--- src/rtl/offset_stream_decoder.sv ---
`default_nettype none
// ============================================================================
// Module   : offset_stream_decoder
// Purpose  : Receive-side decoder for the offset-encoded byte stream.
//            d = enc - key_a + key_b (mod 256), x = ~d[7:4], y = ~d[3:0].
//            Decoded words {x, y, last} are buffered in an output FIFO with
//            valid/ready handshakes on both sides.
// Options  : `define CHECKSUM_EN builds the per-frame running sum of {x, y}
//            (sum_valid_o / frame_sum_o); otherwise both are tied to zero.
// Revision : 1.0 - initial release
// ============================================================================
module offset_stream_decoder #(
  parameter int DEPTH = 4
) (
  input  logic       clk,
  input  logic       rst_n,
  input  logic       key_load_i,
  input  logic [7:0] key_a_i,
  input  logic [7:0] key_b_i,
  input  logic       in_valid_i,
  output logic       in_ready_o,
  input  logic [7:0] in_data_i,
  input  logic       in_last_i,
  output logic       out_valid_o,
  input  logic       out_ready_i,
  output logic [3:0] out_x_o,
  output logic [3:0] out_y_o,
  output logic       out_last_o,
  output logic       busy_o,
  output logic       sum_valid_o,
  output logic [7:0] frame_sum_o
);

  localparam int AW = $clog2(DEPTH);
  localparam int PW = AW + 1;

  logic [7:0]    key_a_q;
  logic [7:0]    key_b_q;
  logic [PW-1:0] wr_ptr_q;
  logic [PW-1:0] rd_ptr_q;
  logic [8:0]    mem_q [DEPTH];

  logic [7:0]    dec_d;
  logic [3:0]    dec_x;
  logic [3:0]    dec_y;
  logic          full;
  logic          empty;
  logic          push;
  logic          pop;

  // Pointers differ only in the wrap bit when every slot is occupied.
  assign empty = (wr_ptr_q == rd_ptr_q);
  assign full  = (wr_ptr_q[AW] != rd_ptr_q[AW]) &&
                 (wr_ptr_q[AW-1:0] == rd_ptr_q[AW-1:0]);

  // in_ready is held low while reset is asserted, so the first edge after
  // release can already accept a byte.
  assign in_ready_o  = rst_n & ~full;
  assign out_valid_o = ~empty;
  assign busy_o      = ~empty;
  assign push        = in_valid_i & in_ready_o;
  assign pop         = out_valid_o & out_ready_i;

  // Decode from the registered keys, so a key_load on the accept edge
  // does not affect the byte being accepted.
  assign dec_d = in_data_i - key_a_q + key_b_q;
  assign dec_x = ~dec_d[7:4];
  assign dec_y = ~dec_d[3:0];

  assign {out_x_o, out_y_o, out_last_o} = mem_q[rd_ptr_q[AW-1:0]];

  // Key registers: captured on the key_load strobe.
  always_ff @(posedge clk or negedge rst_n) begin
    if (!rst_n) begin
      key_a_q <= 8'h00;
      key_b_q <= 8'h00;
    end else if (key_load_i) begin
      key_a_q <= key_a_i;
      key_b_q <= key_b_i;
    end
  end

  // FIFO pointers: push and pop advance independently.
  always_ff @(posedge clk or negedge rst_n) begin
    if (!rst_n) begin
      wr_ptr_q <= '0;
      rd_ptr_q <= '0;
    end else begin
      if (push) wr_ptr_q <= wr_ptr_q + PW'(1);
      if (pop)  rd_ptr_q <= rd_ptr_q + PW'(1);
    end
  end

  // FIFO storage: cleared on reset so the head outputs read zero.
  always_ff @(posedge clk or negedge rst_n) begin
    if (!rst_n) begin
      for (int i = 0; i < DEPTH; i++) mem_q[i] <= '0;
    end else if (push) begin
      mem_q[wr_ptr_q[AW-1:0]] <= {dec_x, dec_y, in_last_i};
    end
  end

`ifdef CHECKSUM_EN
  logic [7:0] acc_q;
  logic [7:0] acc_d;
  logic [7:0] sum_q;
  logic       sum_valid_q;
  logic [7:0] acc_inc;

  assign acc_inc = acc_q + {dec_x, dec_y};

  // Running sum for the current frame; clears after the last byte.
  always_comb begin
    acc_d = acc_q;
    if (push) acc_d = in_last_i ? 8'h00 : acc_inc;
  end

  // Accumulator, published frame sum and its one-cycle strobe.
  always_ff @(posedge clk or negedge rst_n) begin
    if (!rst_n) begin
      acc_q       <= 8'h00;
      sum_q       <= 8'h00;
      sum_valid_q <= 1'b0;
    end else begin
      acc_q       <= acc_d;
      sum_valid_q <= push & in_last_i;
      if (push && in_last_i) sum_q <= acc_inc;
    end
  end

  assign sum_valid_o = sum_valid_q;
  assign frame_sum_o = sum_q;
`else
  assign sum_valid_o = 1'b0;
  assign frame_sum_o = 8'h00;
`endif

endmodule
`default_nettype wire

--- config.mk ---
export PLATFORM = sky130hd
export DESIGN_NAME = offset_stream_decoder
export DESIGN_NICKNAME = d
export VERILOG_FILES = /design/src/rtl/offset_stream_decoder.sv
export SDC_FILE = /design/constraint.sdc
export NUM_CORES = 1
export LEC_CHECK = 0
export CORE_ASPECT_RATIO = 1.25
export CORE_MARGIN = 2
export CORE_UTILIZATION = 50
export CTS_CLUSTER_SIZE = 24
export DETAILED_ROUTE_END_ITERATION = 10
export GPL_ROUTABILITY_DRIVEN = 0
export PLACE_DENSITY = 0.75
export SLEW_MARGIN = 20
export SYNTH_ARGS = -nofsm -noshare
export SYNTH_HDL_FRONTEND = slang
export SYNTH_SLANG_ARGS = --single-unit
--- constraint.sdc ---
create_clock -name clk -period 3.1 [get_ports clk]
set_clock_uncertainty 0.05 [all_clocks]
set_input_delay 0.62 -clock clk [delete_from_list [all_inputs] [get_ports clk]]
set_output_delay 0.62 -clock clk [all_outputs]
set_load 0.005 [all_outputs]
==> results_dict.tcl <==
set metrics [dict create \
    run_status "completed" \
    synth-compound-area-share_pct 8.65 \
    hold_violations 0 \
    ir_drop_mv 0.487 \
    die_x_um 74.9 \
    post_dp_hpwl_um 4090 \
    grt_antenna_before_repair 0 \
    max_fanout_on_critical_path 4 \
    post_cts_gate_resize_count 0 \
    finalMaxSlewViolations 0 \
    wl_um 5420 \
    floorplan.initialDensity_pct 51.2 \
    worstSetupStartpointType "primary input" \
    via_count 2051 \
    routed-wl-met2_um 2830 \
    clock-sinks 58 \
    synth-warning-count 0 \
    area_fraction_in_and_or_nand_and_nor_cells_after_synthesis_pct 9.37 \
    synthXorXnorAreaFrac_pct 4.38 \
    postRouteAntennaNets 0 \
    min_path_type "primary input to asynchronous set/reset pin" \
    fillerInstances 527 \
    grt_pass1_wl_um 9500 \
    num_io_pins 51 \
    final_cells 419 \
    period_share_pct 93.2 \
    power.total_mw 3.53 \
    clk_path_buf_depth 2 \
    cts.htree.levels 3 \
    fraction_of_final_layout_cells_sized_beyond_drive_strength_1_pct 21.9 \
    synth_area_in_adders_pct 9.65 \
    drt_drc_violations_left 0 \
    timing.max_slew.rel_slack_pct 50.2 \
    final.setup.worst_slack_ns 0.211 \
    synth_top_family_by_area "multiplexers" \
    holdBufCountCts 0 \
    post_dp_cell_area_um2 3660 \
    multi_input_comb_area_um2 1470 \
    portBuffers 41 \
    power.density_nw_per_um2 910 \
    max_slew.worst_pin.slew_ns 0.745 \
    period_needed_ns 2.89 \
    fin_hold_ws_ns 0.239 \
    top_layer "met4" \
    worst_setup_path_end_kind "flop" \
    ys_ff_latch 58 \
    gate_count_after_technology_mapping 273 \
    cts-buffers-inserted 9 \
    design.die.area_um2 6930 \
    final_setup_fails 0 \
    die_h_um 92.6 \
    master_cell_of_the_clock_root_buffer "sky130_fd_sc_hd__clkbuf_8" \
    netlist-cell-type-count 41 \
    routedLengthMet1_um 2210 \
    antennaDiodeCount 0 \
    latest_clock_arrival_within_the_worst_skew_pair_ns 0.34 \
    cts_tree "done" \
    grt_setup_unrepaired "false" \
    core.rowCount 32 \
    max-cap-violations 0 \
    fin_nets 379 \
    avgViaCountPerCell 4.89 \
    timing.critical_path.arrival_ns 3.07 \
    grt_max_degree 34 \
    detailedRoute.firstIterationViolations 77 \
    postSynthAreaPerCell_um2 11.5 \
    core_area_um2 6130 \
    sequential_cell_area_um2 1450 \
    setup-tns-final_ns 0 \
    critPathKind "primary input to flop" \
    cp_data_required_time_ns 3.28 \
    post-route-util_pct 63.3 \
    drtPass1Iterations 6 \
    placedCellCount 403 \
    wl_per_cell_um 12.9 \
    placement.setup.worst_slack_ns -0.152 \
    post_synth_instance_area_um2 3140 \
    area_delta_synth_final_pct 23.6 \
    proportion_of_synthesized_chip_area_in_sequential_cells_pct 46.2 \
    total_leakage_power_nw 1.82 \
    path_clk_slew_ns 0.06 \
    yosys-mux-area-fraction_pct 13.8 \
    met3_wirelength_um 230 \
    globalRouteOverflowTotal 0 \
    post_cts.repair.setup_buffers 0 \
    maxClockFrequency_ghz 0.346 \
    first_global_vias 2093 \
    grt_util_all_layers_pct 18.7 \
    postLayoutCellArea_um2 3880 \
]
[per-layer routing]
| metal | vias up | GRT usage, % |
|---|---|---|
| li1 | 1004 | - |
| met1 | 980 | 22.4 |
| met2 | 52 | 30.4 |
| met3 | 15 | 5.88 |
| met4 | 0 | 8.04 |
| met5 | - | 0 |
[where the power goes]
| part | total [mW] | leakage, nW | internal [mW] | switching [mW] |
|---|---|---|---|---|
| logic | 1.54 | 1.00 | 0.881 | 0.656 |
| clock network | 0.763 | 0.116 | 0.468 | 0.296 |
| registers | 1.23 | 0.702 | 1.04 | 0.190 |
[synth_stat cells]
library cell,instances,area [um^2]
sky130_fd_sc_hd__a31oi_1,1,6.26
sky130_fd_sc_hd__inv_1,30,113
sky130_fd_sc_hd__or4b_4,1,13.8
sky130_fd_sc_hd__nand3_4,1,17.5
sky130_fd_sc_hd__and4_1,1,8.76
sky130_fd_sc_hd__fa_1,7,140
sky130_fd_sc_hd__and3b_1,1,8.76
sky130_fd_sc_hd__xor2_1,3,26.3
sky130_fd_sc_hd__dfrtp_1,58,1450
sky130_fd_sc_hd__o21ai_2,3,26.3
sky130_fd_sc_hd__ha_1,13,163
sky130_fd_sc_hd__nor2b_4,1,13.8
sky130_fd_sc_hd__nor2_1,8,30.0
sky130_fd_sc_hd__and2_2,1,7.51
sky130_fd_sc_hd__buf_4,10,75.1
sky130_fd_sc_hd__nand2_4,3,33.8
sky130_fd_sc_hd__o21ai_1,1,5.00
sky130_fd_sc_hd__mux2i_1,2,20.0
sky130_fd_sc_hd__mux2_2,16,180
sky130_fd_sc_hd__mux4_2,9,203
sky130_fd_sc_hd__xor2_2,1,16.3
sky130_fd_sc_hd__nand3b_1,1,7.51
sky130_fd_sc_hd__nand3_1,4,20.0
sky130_fd_sc_hd__mux2_4,2,30.0
sky130_fd_sc_hd__xnor2_1,9,78.8
sky130_fd_sc_hd__nand2_1,32,120
sky130_fd_sc_hd__nor2b_1,1,6.26
sky130_fd_sc_hd__o31a_1,1,8.76
sky130_fd_sc_hd__a31oi_4,1,21.3
sky130_fd_sc_hd__xnor2_2,1,16.3
sky130_fd_sc_hd__a21o_1,1,7.51
sky130_fd_sc_hd__buf_2,4,20.0
sky130_fd_sc_hd__nand4_1,1,6.26
sky130_fd_sc_hd__o21ai_0,27,135
sky130_fd_sc_hd__a21oi_2,1,8.76
sky130_fd_sc_hd__o21a_1,1,7.51
sky130_fd_sc_hd__clkbuf_1,3,11.3
sky130_fd_sc_hd__a21oi_1,9,45.0
sky130_fd_sc_hd__conb_1,1,3.75
sky130_fd_sc_hd__buf_8,1,15.0
sky130_fd_sc_hd__buf_6,1,11.3
[cell usage in the layout (no fill, tap or decap), drive strengths merged, types with 8 or more instances in the layout]
cell / instances
a21oi: 10
inv: 30
mux4: 9
clkdlybuf4s50: 40
mux2: 18
clkbuf: 10
conb: 9
xnor2: 10
dfrtp: 58
nand2: 35
buf: 16
nor2: 8
o21ai: 31
ha: 13
[worst max-delay path: stages]
cell	delay [ns]
sky130_fd_sc_hd__clkdlybuf4s50_1	0.45
sky130_fd_sc_hd__inv_1	0.05
sky130_fd_sc_hd__fa_1	0.52
sky130_fd_sc_hd__inv_1	0.04
sky130_fd_sc_hd__ha_1	0.30
sky130_fd_sc_hd__nor2b_4	0.13
sky130_fd_sc_hd__o31a_1	0.26
sky130_fd_sc_hd__or4b_4	0.50
sky130_fd_sc_hd__nand3_4	0.13
sky130_fd_sc_hd__a21oi_2	0.06
[flip-flops by register name, summed over array words and instances (netlist names)]
signal / count
rd_ptr_q: 3
mem_q: 36
key_a_q: 8
key_b_q: 8
wr_ptr_q: 3
[path summary, 6_finish.rpt]
check	startpoint	endpoint	slack, ns	cells past startpoint
max	in_data_i[2]	mem_q[7]$_DFFE_PN0P_	0.21	10
min	rst_n	wr_ptr_q[0]$_DFFE_PN0N_	0.24	2
max reg2reg	key_a_q[2]$_DFFE_PN0P_	mem_q[7]$_DFFE_PN0P_	0.61	8
min reg2reg	mem_q[16]$_DFFE_PN0P_	mem_q[16]$_DFFE_PN0P_	0.42	2
max in group asynchronous	rst_n	mem_q[24]$_DFFE_PN0P_	2.43	2
min in group clk	mem_q[16]$_DFFE_PN0P_	mem_q[16]$_DFFE_PN0P_	0.42	2
[cell families (layout without fill, tap and decap cells)]
kind of cell / after synthesis / in the layout
buffers and inverters: 49 / 102
other: 1 / 9
DFF: 58 / 58
and+or+nand+nor: 56 / 56
AOI/OAI and AO/OA: 46 / 46
xor gates and xnor gates: 14 / 14
adders and majority gates: 20 / 20
muxes: 29 / 29
[cell type report]
type	count	area share [%]
Clock inverter	6	2.06
Tap cell	85	2.74
Multi-Input combinational cell	174	38.0
Sequential cell	58	37.4
Clock buffer	10	3.55
Timing Repair Buffer	56	13.4
Inverter	30	2.90
Power figures use the tool's default switching activity.
